File: src/rtl/fft_magnitude.sv
// Streams the lower N/2 bins of an FFT result RAM as approximate magnitudes, max + min/2, with a ready/valid handshake.
// Optional peak tracking is built only when FFT_MAG_PEAK_EN is defined.
module fft_magnitude #(
  parameter int width = 16,
  parameter int N_2   = 5
) (
  input  logic                 clk,
  input  logic                 reset,
  input  logic                 done,
  output logic [N_2-1:0]       rdadr,
  input  logic [2*width-1:0]   rd,
  output logic [width-1:0]     mag,
  output logic [N_2-2:0]       mag_idx,
  output logic                 mag_valid,
  output logic                 mag_last,
  input  logic                 mag_ready,
  output logic                 busy,
  output logic [N_2-2:0]       peak_bin,
  output logic [width-1:0]     peak_mag
);

  typedef enum logic [1:0] {IDLE, RUN, DRAIN} state_t;

  localparam logic [N_2-2:0] LAST_IDX = '1;

  state_t          state_reg;
  logic [N_2-2:0]  idx_reg;
  logic            done_q;
  logic [width-1:0] re_u, im_u, abs_re, abs_im, max_abs, min_abs, mag_next;
  logic            start, capture, drain_exit;

  assign re_u = rd[2*width-1:width];
  assign im_u = rd[width-1:0];

  // Two's complement negate in width bits; the most negative value maps to 2^(width-1) unsigned.
  assign abs_re  = re_u[width-1] ? (~re_u + 1'b1) : re_u;
  assign abs_im  = im_u[width-1] ? (~im_u + 1'b1) : im_u;
  assign max_abs = (abs_re > abs_im) ? abs_re : abs_im;
  assign min_abs = (abs_re > abs_im) ? abs_im : abs_re;
  assign mag_next = max_abs + (min_abs >> 1);

  assign start      = (state_reg == IDLE) && done && !done_q;
  assign capture    = (state_reg == RUN) && (!mag_valid || mag_ready);
  assign drain_exit = (state_reg == DRAIN) && mag_ready;

  assign rdadr = (state_reg == RUN) ? {1'b0, idx_reg} : '0;

  always_ff @(posedge clk or posedge reset) begin
    if (reset) begin
      state_reg <= IDLE;
      idx_reg   <= '0;
      done_q    <= 1'b0;
      mag       <= '0;
      mag_idx   <= '0;
      mag_valid <= 1'b0;
      mag_last  <= 1'b0;
      busy      <= 1'b0;
    end else begin
      done_q <= done;
      case (state_reg)
        IDLE: begin
          if (start) begin
            state_reg <= RUN;
            idx_reg   <= '0;
            busy      <= 1'b1;
          end
        end
        RUN: begin
          if (capture) begin
            mag       <= mag_next;
            mag_idx   <= idx_reg;
            mag_valid <= 1'b1;
            idx_reg   <= idx_reg + 1'b1;
            if (idx_reg == LAST_IDX) begin
              mag_last  <= 1'b1;
              state_reg <= DRAIN;
            end
          end
        end
        DRAIN: begin
          if (drain_exit) begin
            mag_valid <= 1'b0;
            mag_last  <= 1'b0;
            busy      <= 1'b0;
            state_reg <= IDLE;
          end
        end
        default: state_reg <= IDLE;
      endcase
    end
  end

`ifdef FFT_MAG_PEAK_EN
  logic [N_2-2:0]   run_bin_reg;
  logic [width-1:0] run_mag_reg;

  // Running max excludes DC; strict compare keeps the lowest index on ties.
  always_ff @(posedge clk or posedge reset) begin
    if (reset) begin
      run_bin_reg <= '0;
      run_mag_reg <= '0;
      peak_bin    <= '0;
      peak_mag    <= '0;
    end else begin
      if (start) begin
        run_bin_reg <= '0;
        run_mag_reg <= '0;
      end else if (capture && (idx_reg != '0) && (mag_next > run_mag_reg)) begin
        run_bin_reg <= idx_reg;
        run_mag_reg <= mag_next;
      end
      if (drain_exit) begin
        peak_bin <= run_bin_reg;
        peak_mag <= run_mag_reg;
      end
    end
  end
`else
  assign peak_bin = '0;
  assign peak_mag = '0;
`endif

endmodule

File: config.mk
export PLATFORM = sky130hd
export DESIGN_NAME = fft_magnitude
export DESIGN_NICKNAME = d
export VERILOG_FILES = /design/src/rtl/fft_magnitude.sv
export SDC_FILE = /design/constraint.sdc
export NUM_CORES = 1
export LEC_CHECK = 0
export CAP_MARGIN = 20
export CORE_MARGIN = 10
export CORE_UTILIZATION = 50
export CTS_BUF_LIST = sky130_fd_sc_hd__clkbuf_8
export CTS_CLUSTER_SIZE = 14
export DETAILED_ROUTE_END_ITERATION = 8
export GPL_ROUTABILITY_DRIVEN = 0
export HOLD_SLACK_MARGIN = 0.12
export PLACE_DENSITY = 0.84
export SETUP_SLACK_MARGIN = 0.02
export SYNTH_ARGS = -nofsm -noshare
export SYNTH_HDL_FRONTEND = slang
export SYNTH_SLANG_ARGS = --single-unit
File: constraint.sdc
create_clock -name clk -period 1.8 [get_ports clk]
set_input_delay 0.27 -clock clk [delete_from_list [all_inputs] [get_ports clk]]
set_output_delay 0.27 -clock clk [all_outputs]
set_load 0.01 [all_outputs]
After elaboration in Yosys (flattened, before gate mapping)
Index checks and enable logic that the tools add are counted.

operators by class
  add/sub/neg operators = 4
  divide/modulo/power cells = 0
  shifts and indexed selects = 0
  eq/ne operators = 7
  reduce and logical (&&, ||, !) cells = 17
  muxes and demuxes = 21
  bitwise logic cells = 2
  $mul = 0
  $lt $le $gt $ge = 1

operators by type and width
  operator                                       number
  two-way mux 16 bit                             4
  adder 16 x 1 -> 16 bit, second input constant  2
  NOT 16 bit                                     2
  adder 16 x 15 -> 16 bit                        1
  greater-than comparator 16 bit                 1
  two-way mux 4 bit                              3
  AND reduction 3 bit                            3
  two-way mux 2 bit                              4
  one-hot mux 4 bit (2 select lines)             1
  AND reduction 4 bit                            2
  != test 2 bit, second input constant           3
  one-hot mux 1 bit (2 select lines)             3
  one-hot mux 2 bit (3 select lines)             1
  nonzero test 2 bit                             3
  two-way mux 1 bit                              5
  adder 4 x 1 -> 4 bit, second input constant    1
  == test 4 bit, second input constant           1
  logical AND 1 bit                              4
  == test 2 x 1 -> 1 bit, second input constant  1
  == test 2 bit, second input constant           1
  zero test 1 bit                                2
  zero test 2 bit                                1
  != test 2 x 1 -> 1 bit, second input constant  1
  AND reduction 2 bit                            1
  logical OR 1 bit                               1

word-level totals
  input bits = 36
  ROM bits = 0
  output and inout bits = 48
  flip-flop bits (word level) = 30
  memories kept = 0
  bits in latches = 0
  RAM bits = 0
  word-level logic and storage cells = 60

Longest topological paths before layout
Gate-level depths: netlist (run 1).

  word-level depth = 6
  gate-level depth with buffers = 27
  depth with buffers taken out = 25

Worst setup path before layout (run 1)
OpenSTA, ideal clock, no wires.

  kind = in2reg
  start = input port rd[7]
  end = register mag[12]
  library setup time = 134 ps
  data required time = 1666 ps
  setup slack = -3689 ps
  stages = 22
  buffers on the path = 2
  data arrival time = 5355 ps
  path through = or4_1 -> or2_1 -> or4b_4 -> ha_1 -> nand4_1 -> nor3_1 -> or4_1 -> a211o_1 -> and2_1 -> clkbuf_1 -> clkbuf_1 -> nor2_1 -> a21oi_1 -> ha_1 -> fa_1 -> a21o_1 -> a21oi_1 -> o21ai_0 -> a221oi_1 -> o21ai_0 -> xnor2_1 -> o21ai_0

between the ends
  cells in the longest elaborated chain, start to end = 6
  elaborated cells between the ends (all ways) = 7
  those cells by class = 2 x add/sub; 1 x order compare; 3 x mux; 1 x bitwise

ends and longest elaborated chain
  item                                   line    source
  start, declared                        11      input logic [2*width-1:0] rd,
  NOT 16 bit                             37      assign abs_im = im_u[width-1] ? (~im_u + 1'b1) : im_u;
  adder 16 x 1 -> 16 bit                 37
  two-way mux 16 bit (*)                 37
  greater-than comparator 16 bit         38, 39
  two-way mux 16 bit (on tied branches)  38, 39
  adder 16 x 15 -> 16 bit (*)            40      assign mag_next = max_abs + (min_abs >> 1);
  end signal, assigned                   70      mag <= mag_next;
  end, declared                          12      output logic [width-1:0] mag,

Every way passes the cells marked *; elsewhere a longest branch is shown, timed or not.
A chain may end at the register's enable or synchronous reset.

Worst setup path after layout (run 1)
  start = input port rd[17]
  end = register mag[9]

between the ends
  cells in the longest elaborated chain, start to end = 6
  elaborated cells between the ends (all ways) = 7
  those cells by class = 2 x add/sub; 1 x order compare; 3 x mux; 1 x bitwise

ends and longest elaborated chain
  item                                   line    source
  NOT 16 bit                             36      assign abs_re = re_u[width-1] ? (~re_u + 1'b1) : re_u;
  adder 16 x 1 -> 16 bit                 36
  two-way mux 16 bit (*)                 36
  greater-than comparator 16 bit         38, 39
  two-way mux 16 bit (on tied branches)  38, 39
  adder 16 x 15 -> 16 bit (*)            40

Marks and branches as above.

==> metrics list, run 1 <==
- The tree built by TritonCTS fans out to 30 sinks.
- Max-capacitance violation count: 0
- From synthesis to final layout, the design area changed by 72.57%.
* Detailed placer's ending HPWL: just over 8000 microns
* Row cnt: 29
- The completed layout was analyzed and its total power is between 6 and 7 mW.
- Count of flip-flops with a built-in enable after synthesis: 0
* Area enclosed by the die boundary: between 0.01 and 0.015 sq mm
* Kind of end point of the critical path: register
* Largest vdd supply drop: about 1200 uV
- Total area of sequential cells: 750.7 sq um
- Largest net degree at the start of global routing: 33
- Largest stage delay on the critical path: roughly 380 ps
- dfrtp_1 takes more of the synthesized area than any other cell.
- Power Dens Cells: 1155 mW/mm^2
* Aggregate global-route resource usage: 22.46%
- Average cell area after synthesis: 8.038 sq um
- Top cell types by occurrence after synthesis: 60 x nand2_1, 34 x ha_1, 33 x o21ai_0
* Routed via count divided by cell count: approximately 6.0
- Clock latency at the later pin of the worst-skew pair: around 290 ps
- Arrival @ worst endpoint: between 5000 and 6000 ps
- Static timing analysis puts the maximum clock frequency at roughly 180 MHz.
* Hold-fix buffer count after cts: 0
- Setup violations remaining at the end of the flow were counted as 16.
* Clock-pin transition on the worst setup and hold timing paths: approximately 70 ps
- Detailed routing inserted a total of 4282 vias.
- 0 antenna diodes ended up in the layout.
- After routing, the total negative slack on setup checks comes to -52800 ps.
- Final critical path time including I/O delays and setup: 5556 ps
- The final layout contains roughly 710 nets.
- In this run, CTS created clock tree buffers numbering 5.
- At the pin with the least slew margin, the transition time is around 520 ps.
- Leak: about 2.9 nW
- Summing all multi-input logic gate instances after layout gives roughly 0.0027 sq mm.
- Fillers: 273
- between 80 and 90 I/O pins were placed.
* Vias in the first global route: about 4100
- In this run the worst path has a maximum fanout of 8.
- For this design, the slowest cell found on the critical path is ha_1.
- Yosys printed 0 warnings.
* Classification of the worst setup path: in2reg
- Mapped Cells: about 410
- #FFs+latches synth: 30
- The worst setup path is launched from an input port.
* Pre-antenna DRT Iters: 5
- Yosys attributes the largest share of cell area to dfrtp_1 23%, ha_1 13%, mux2i_1 7.9%.
- In the post-synthesis netlist, the cell with the most instances is nand2_1.
- Least setup slack across all paths after layout: -3756 ps
- Clock tree root driver cell: clkbuf_8
- Summed over all layers, the routed wires come to roughly 15000 microns.
* Global-route wire length before repair: around 19000 microns
- The initial antenna violation count came to 0.
- Maximum level of the CTS H-tree: 2
* Max-slew violation total from the final report: 0
- Fin Clk Skew: around 3.4 ps
- Path type of the worst min-delay path: in2async
- Once the floorplan was initialized, standard cells occupied between 50 and 60% of the core.
* Core box area: about 0.0063 sq mm
- Relative slew margins: between 60% and 70%
* Count of input and output buffers: 62
* Number of flip-flops under the largest register name: 16
* Status: finished, violations left
- Required time of the critical path: about 2000 ps
- GRT Residual Overflow: 0
- The finished layout holds between 700 and 800 standard cells, fillers aside.
- Netlist area before placement: approximately 0.0033 sq mm
- Counting stages on the worst path, the most repeated cell is buf_4.
* Count of nets left with antenna violations after detail routing: 0
- Count of endpoints failing hold in the final timing report: 0
* Height of the die: between 100 and 150 microns
- Of the available clock period, the critical path in the final layout requires 308.7%.
- The clock passes through at most 2 buffers.
- DRC violation count after routing: 0
* Number of cells after detailed placement: around 660
- Unrepaired setup endpoints after global routing: true
- After the first detailed-routing iteration, the DRC count stood at approximately 300.
* Layout cell share with drive strength beyond 1: roughly two fifths
* Failing checks: setup timing
- Proportion of synthesized flip-flops having asynchronous set or reset: 100.0%
- Synthesis instantiated 46 different standard cells from the library.
- Die outline width: roughly 100 microns
* Final hold slack: ~350 ps
- Post-synthesis sequential area ratio: between 20 and 25%
- Top FF cell, synth: dfrtp_1
- The synthesized design devotes to its leading area cell type 22.89% of total area.
* TritonCTS clock tree: yes
* Routed wire per std cell: between 20 and 25 microns
==> power breakdown <==
part / internal (mW) / leakage (nW) / switching (mW) / total (mW)
registers: 0.961 / 0.365 / 0.220 / 1.18
logic: 2.41 / 2.46 / 2.37 / 4.79
clock network: 0.302 / 0.0524 / 0.266 / 0.569
==> critical path, delay by kind of cell <==
kind                     cells  cell delay, ps
adder cells (fa/ha/maj)      3             900
AO/OA/AOI/OAI                7            1380
buffers and inverters       13            1810
XOR/XNOR                     2             460
AND/OR/NAND/NOR              6             930
==> metrics by stage <==
step	setup WS (ps)	utilization, %	area, sq um
floorplan	-3212	-	3420
global placement	-3786	76.65	4867
detailed placement	-4059	76.65	4867
CTS	-3252	85.14	5406
global route	-3874	89.12	5659
finish	-3756	89.12	5659
==> placed cells by master (no fill, tap or decap), drive strengths merged, types with 6 or more instances in the layout <==
cell type      instances
a21o                   9
ha                    34
conb                  21
and2                   6
inv                   26
o31ai                  6
xnor2                 14
dlygate4sd2           11
o21ai                 34
clkbuf                 7
nand4                  8
buf                  172
a21oi                 27
xor2                  25
nor2                  19
mux2i                 26
nor2b                  6
nand2                 60
clkdlybuf4s50         35
dfrtp                 30
dlymetal6s2s           7
==> path summary, 6_finish.rpt <==
path / startpoint / end / slack, ps / cells past startpoint
hold reg to reg: mag_idx[1] / mag_idx[1] / 480 / 2
setup reg to reg: state_reg[0] / idx_reg[3] / 240 / 6
hold / removal: reset / mag[15] / 350 / 3
min in group clk: done / done_q / 450 / 1
setup / recovery: rd[17] / mag[9] / -3760 / 31
max in group asynchronous: reset / mag_idx[2] / 1170 / 3
==> metal layers <==
metal	global-route usage (%)	vias to the layer above	part of all wire, %
met4	9.539	0	7.5
met5	0	-	0
li1	-	1846	-
met1	23.96	2019	35
met2	42.01	301	50
met3	3.909	116	7.9
==> cell type report <==
| type | instances | share of cell area, % |
|---|---|---|
| inverter | 25 | 1.658 |
| clock buffer | 6 | 1.459 |
| multi-input combinational | 342 | 47.42 |
| tap | 77 | 1.702 |
| clock inverter | 2 | 0.1548 |
| sequential | 30 | 13.27 |
| timing repair buffer | 230 | 34.34 |
==> kinds of logic after synthesis <==
logic type / synth area share, %
DFF: 22.89
other: 0.1144
AOI/OAI and AO/OA: 17.36
and+or+nand+nor: 18.81
buffers and inverters: 8.890
muxes: 7.936
xor gates and xnor gates: 10.42
adders and majority gates: 13.58
==> timing repair <==
item / 4_1_cts / 5_1_grt
pin swaps: 71 / 44
cloned: 0 / 0
gates resized for setup: 104 / 43
buffers inserted: 33 / 14
setup endpoints to repair: 20 / 18
Power figures use the tool's default switching activity.
==> run 2, diff against run 1 <==
GPL_ROUTABILITY_DRIVEN = default   (was 0)
==> metrics list, run 2 (synthesis results as in run 1) <==
* Kind of end point of the critical path: register
* Status: finished, violations left
- Core box area: 0.006350 sq mm (unchanged)
- The maximum fanout along the worst path came to 9 (+1).
- The post-detailed-placement half-perimeter wirelength was 8149 microns (-1.4%).
- Fin Clk Skew: 8.048 ps (+4.640 ps)
- Layout Cells excl Fill: 704 (-1.1%)
* Leading cell type in the layout, fill and taps excluded: buf_4
- The first-pass GRT wire length was 18650 microns (-3.5%).
* Number of cell instances on the worst register-to-register path: 6 (unchanged)
- Routed wire length: 14720 microns (-0.18%)
- Number of antenna violations at the first check in global routing: 0 (unchanged)
- The number of endpoints failing setup at the final stage came to 16 (unchanged).
- The worst setup path is launched from an input port.
- Number of flip-flops under the largest register name: 16 (unchanged)
- The maximum root-to-sink buffer count was 2 (unchanged).
* Aggregate global-route resource usage: 21.65% (-0.81 points)
- Final critical path time including I/O delays and setup: 5395 ps (-160.9 ps)
- The number of max-capacitance violations reported came to 0 (unchanged).
- Largest net degree at the start of global routing: 33 (unchanged)
- The arrival time of data at the critical path endpoint is 5570 ps (-190 ps).
* Die outline width: 101.0 microns (unchanged)
- Crit path max-delay cell type: clkdlybuf4s50_1
- Area enclosed by the die boundary: 0.01020 sq mm (unchanged)
- The I/O pin total came to 84 (unchanged).
- Layout cell share with drive strength beyond 1: 40.19% (+0.51 points)
* GP Congestion: about 0.87
* Largest stage delay on the critical path: 440 ps (+60 ps)
* Leading cell types in the layout, fill and taps excluded: 151 x buf_4, 54 x nand2_1, 33 x clkdlybuf4s50_1
* Failing checks: setup timing
- The maximum vdd drop was 1145 uV (-4.0%).
* Max-slew violation total from the final report: 0 (unchanged)
- The hold buffer count at cts is 0 (unchanged).
- The post-route antenna net violation count is 0 (unchanged).
* R2r startpoint: state_reg[1]
* Required time of the critical path: 1980 ps (-30 ps)
- By instance count, the cell type seen most on the critical path is buf_4.
* Critical Path Start: rd[29]
* Row cnt: 29 (unchanged)
* Area growth, synth to finish: 71.54%
- The placement-stage worst setup slack is -3966 ps (+93.00 ps).
- Period Utilization, post-route: 299.7% (-8.9 points)
* Initial core utilization: 51.65% (unchanged)
- Count of routing violations after the opening detailed-route iteration: 290 (-3.0%)
- Via count: 4249 (-0.77%)
- The detail-routed net length per standard cell is 20.91 microns (+0.95%).
- Clock latency at the later pin of the worst-skew pair: 290 ps (about the same)
* Path type of the worst min-delay path: in2async
- Final core utilization: 88.59% (-0.53 points)
* Clock tree root driver cell: clkbuf_8
* Antenna diode instance count: 0 (unchanged)
- The detailed-route DRC error count was 0 (unchanged).
- Number of cells after detailed placement: 660 (+0.15%)
* Maximum level of the CTS H-tree: 2 (unchanged)
- Least setup slack across all paths after layout: -3595 ps (+160.9 ps)
- The number of port buffers was 62 (unchanged).
- The endpoint identified for the worst register-to-register timing path is idx_reg[3].
- Number of clock sinks: 30 (unchanged)
- TritonCTS clock tree: yes
- Height of the die: 101.0 microns (unchanged)
- Power Dens Cells: 1121 mW/mm^2 (-2.9%)
- Routed via count divided by cell count: 6.036 (+0.36%)
* FF-to-FF setup slack: 210 ps (-30 ps)
* Unrepaired setup endpoints after global routing: true
- The number of global-route vias before repair was 4168 (+0.82%).
- The standby leakage power came to 2.838 nW (-1.3%).
- Critical path cell sequence: clkdlybuf4s50_1 -> or3_4 -> o21ai_2 -> xor2_1 -> inv_1 -> ha_1 -> nand4_1 -> buf_4 -> nor4_4 -> buf_4 -> a21boi_2 -> a211o_1 -> and2_4 -> buf_6 -> buf_4 -> mux2i_1 -> ha_2 -> nand4_1 -> a21oi_2 -> o21bai_1 -> a21oi_1 -> nor3_1 -> o31ai_1
- Nets: 697 (-1.1%)
- Clock-pin transition on the worst setup and hold timing paths: 70 ps (about the same)
* Pre-antenna DRT Iters: 4 (-1)
- The final hold violation count was 0 (unchanged).
- The timing-limited maximum frequency is 185.4 MHz (+3.0%).
* GRT Residual Overflow: 0 (unchanged)
- The critical path is of the in2reg type.
* Clock buffer count from CTS: 5 (unchanged)
==> run 2: worst max-delay path by stage <==
| stage | endpoint | slack [ps] | cells after the start |
|---|---|---|---|
| final | mag[13] | -3590 | 23 |
| after global routing | mag[13] | -3740 | 25 |
| after CTS | mag[14] | -3190 | 23 |
| after detailed placement | mag[14] | -3970 | 27 |
| after global placement | mag[14] | -3760 | 23 |
| after floorplan | mag[12] | -3210 | 22 |
==> run 2: through the flow <==
step / hold WS, ps / setup TNS (ps) / total power [mW] / area, sq um
2_1_floorplan: 301.4 / -44910 / 3.051 / 3420
3_3_place_gp: 454.9 / -54240 / 4.622 / 4875
3_5_place_dp: 466.6 / -57500 / 4.795 / 4875
4_1_cts: 375.2 / -45290 / 5.632 / 5330
5_1_grt: 404.8 / -53710 / 6.663 / 5625
6_report: 353.1 / -51280 / 6.308 / 5625
==> run 2: power by group <==
group | switching [mW] | total [mW] | internal, mW
registers | 0.209 | 1.17 | 0.961
logic | 2.25 | 4.58 | 2.33
clock network | 0.258 | 0.560 | 0.302
total | 2.72 | 6.31 | 3.59
==> run 2: cell type report <==
cell class              instances  area, sq um
fillers                       292        724.4
clock inverters                 2        8.758
clock buffers                   6        82.58
flip-flops and latches         30        750.7
repair buffers                222         1833
inverters                      25        93.84
multi-input cells             342         2760
well taps                      77        96.34
==> run 2: critical path: cells and delay by family <==
kind / cells / cell delay, ps
AOI/OAI and AO/OA: 7 / 1320
xor gates and xnor gates: 1 / 280
adders and majority gates: 2 / 630
buffers and inverters: 6 / 1320
muxes: 1 / 260
and+or+nand+nor: 6 / 1460
==> run 2: timing repair <==
item                                   4_1_cts  5_1_grt
setup endpoints to repair                   20       18
pin swaps                                   47       52
gates resized for setup                     94       70
endpoints found under the hold margin        0        0
setup buffers                               24       12
==> run 2: layer usage <==
layer	track usage, %	routed length [microns]
met5	0	0
met1	22.00	5157
met2	40.20	7178
met3	5.007	1166
met4	10.83	1221
==> run 3, diff against run 2 <==
CORE_MARGIN = default   (was 10)
==> metrics list, run 3 (synthesis results as in run 1) <==
- Least setup slack across all paths after layout: -3253 ps (+341.6 ps)
- The die outline area is 0.006887 sq mm (-32%).
- The clock slew seen by the registers of the worst setup and hold paths came to 60 ps (about the same).
* Power Dens Cells: 1130 mW/mm^2 (+0.80%)
* Number of cell instances on the worst register-to-register path: 6 (unchanged)
* Aggregate global-route resource usage: 33.52% (+12 points)
- The area growth from synthesis to layout is 70.70%.
- The worst setup path is captured at a register.
- Leak: 2.785 nW (-1.9%)
- The number of global-route vias before repair is 4181 (+0.31%).
- Die outline width: 82.99 microns (-18%)
- Fillers: 309 (+5.8%)
- Largest net degree at the start of global routing: 31 (-6.1%)
* Path type of the worst min-delay path: in2async
- The largest clock skew in the final design was 2.724 ps (-5.324 ps).
- The maximum vdd drop came to 1162 uV (+1.5%).
- The number of port buffers is 62 (unchanged).
* Total Negative Setup Slacks: -47140 ps (+4135 ps)
- Detailed placer's ending HPWL: 7713 microns (-5.4%)
- The post-place instance area came to 0.004877 sq mm (about the same).
* GRT Residual Overflow: 0 (unchanged)
- The final reports fail on setup timing.
- The CTS buffer count was 5 (unchanged).
* Routed via count divided by cell count: 5.748 (-4.8%)
- Pre-CTS setup slack: -4192 ps (-226.6 ps)
- The hold buffer count at cts is 0 (unchanged).
- Clock tree root driver cell: clkbuf_8
* Number of antenna violations at the first check in global routing: 0 (unchanged)
- In this run the tightest slew margin relative to its limit is between 60% and 70%.
* Finished layout cell area: 0.005598 sq mm (-0.49%)
- Clock latency at the later pin of the worst-skew pair: 290 ps (about the same)
- The minimum setup slack among reg-to-reg paths was 140 ps (-70 ps).
* Count of boundary I/O pins: 84 (unchanged)
* Final critical path time including I/O delays and setup: 5053 ps (-341.6 ps)
* Layout cell share with drive strength beyond 1: 38.54% (-1.7 points)
* Row cnt: 29 (unchanged)
* Kind of launch point of the worst setup path: input port
* Core box area: 0.006350 sq mm (unchanged)
* Count of endpoints failing hold in the final timing report: 0 (unchanged)
* Endpoint of the lowest-slack register-to-register path: idx_reg[3]
- The H-tree level count came to 2 (unchanged).
- Antenna diode instance count: 0 (unchanged)
- The detail-routed net length per standard cell is 17.84 microns (-15%).
* Leading cell type in the layout, fill and taps excluded: buf_4
* Worst Path Max Fanout: 7 (-2)
* Upper clock frequency limit: 197.9 MHz (+6.8%)
- The clock sink count came to 30 (unchanged).
* Count of routing violations after the opening detailed-route iteration: 209 (-28%)
- The detailed-route DRC error count came to 0 (unchanged).
- The number of nets in the layout came to 698 (+0.14%).
- The number of endpoints failing setup at the final stage came to 16 (unchanged).
- The number of flip-flops under the largest register name came to 16 (unchanged).
* Actual transition at the worst max-transition pin: roughly 540 ps
- The arrival time of data at the critical path endpoint came to 5240 ps (-330 ps).
- The via total after detailed routing is 4052 (-4.6%).
* Required time of the critical path: 1990 ps (about the same)
* R2r startpoint: state_reg[1]
- The first-pass GRT wire length is 18650 microns (unchanged).
* Max-capacitance violation count: 0 (unchanged)
* TritonCTS clock tree: yes
- Status: finished, violations left
* Max-slew violation total from the final report: 0 (unchanged)
- The maximum root-to-sink buffer count is 2 (unchanged).
* Period Utilization, post-route: 280.7% (-19 points)
* Leading cell types in the layout, fill and taps excluded: 154 x buf_4, 57 x nand2_1, 34 x clkdlybuf4s50_1
* Routed wire length: 12580 microns (-15%)
- Pre-antenna DRT Iters: 5 (+1)
* Count of nets left with antenna violations after detail routing: 0 (unchanged)
- Classification of the worst setup path: in2reg
- The placer's final routability congestion estimate came to 0.8571 (-1.1%).
* Initial core utilization: 51.65% (unchanged)
* Height of the die: 82.99 microns (-18%)
- Unrepaired setup endpoints after global routing: true
[run 3: timing repair]
| item | 4_1_cts | 5_1_grt |
|---|---|---|
| cloned | 1 | 1 |
| endpoints found under the setup margin | 20 | 16 |
| resized for setup | 112 | 34 |
| pin swaps | 65 | 50 |
| buffers inserted | 27 | 7 |
[run 3: worst max-delay path, cell delays in order]
cell and delay [ps]:
dlygate4sd2_1 270, nor4_4 310, nand4_1 260, o31ai_2 270
xor2_1 260, inv_1 120, ha_4 260, a21oi_2 150
o21ai_1 80, or4_1 530, a211o_1 300, and2_4 190
buf_4 160, buf_12 130, buf_4 170, mux2i_1 130
ha_1 330, a21oi_2 220, inv_1 60, a21oi_1 220
a21oi_1 120, o21a_1 210, o31ai_2 210
[run 3: worst max path at each step]
| stage | to | start | slack [ps] |
|---|---|---|---|
| after global placement | mag[14] | rd[7] | -3860 |
| after CTS | mag[14] | rd[7] | -3120 |
| after global routing | mag[13] | rd[24] | -3450 |
| after detailed placement | mag[9] | rd[7] | -4190 |
| after floorplan | mag[12] | rd[7] | -3210 |
| final | mag[13] | rd[24] | -3250 |
[run 3: final cells by class]
cell class,instances,area (sq um),area share (%)
Inverter,25,93.84,1.676
Sequential cell,30,750.7,13.41
Tap cell,77,96.34,1.721
Timing Repair Buffer,222,1833,32.74
Clock inverter,2,8.758,0.1565
Multi-Input combinational cell,343,2733,48.82
Clock buffer,6,82.58,1.475
[run 3: through the flow]
step                util, %  cells  hold WS (ps)  power (mW)
finish                88.16    705         367.5       6.327
global route          88.16    705         407.8       6.640
CTS                   84.79    697         391.1       5.751
detailed placement    76.81    662         466.7       4.775
global placement      76.81    662         456.2       4.573
floorplan                 -    428         301.4       3.051
[run 3: routing by layer]
metal  vias up  track usage, %  share of wire (%)
met2       227           68.03                 55
met5         -               0                  0
met4         0           18.81                5.1
li1       1836               -                  -
met3        67           3.579                4.4
met1      1922           32.02                 35
[run 3: power by group]
part | switching, mW | internal, mW | leakage [nW]
Combinational | 2.21 | 2.37 | 2.37
Sequential | 0.217 | 0.961 | 0.365
Clock | 0.266 | 0.302 | 0.0524
Total | 2.69 | 3.64 | 2.79
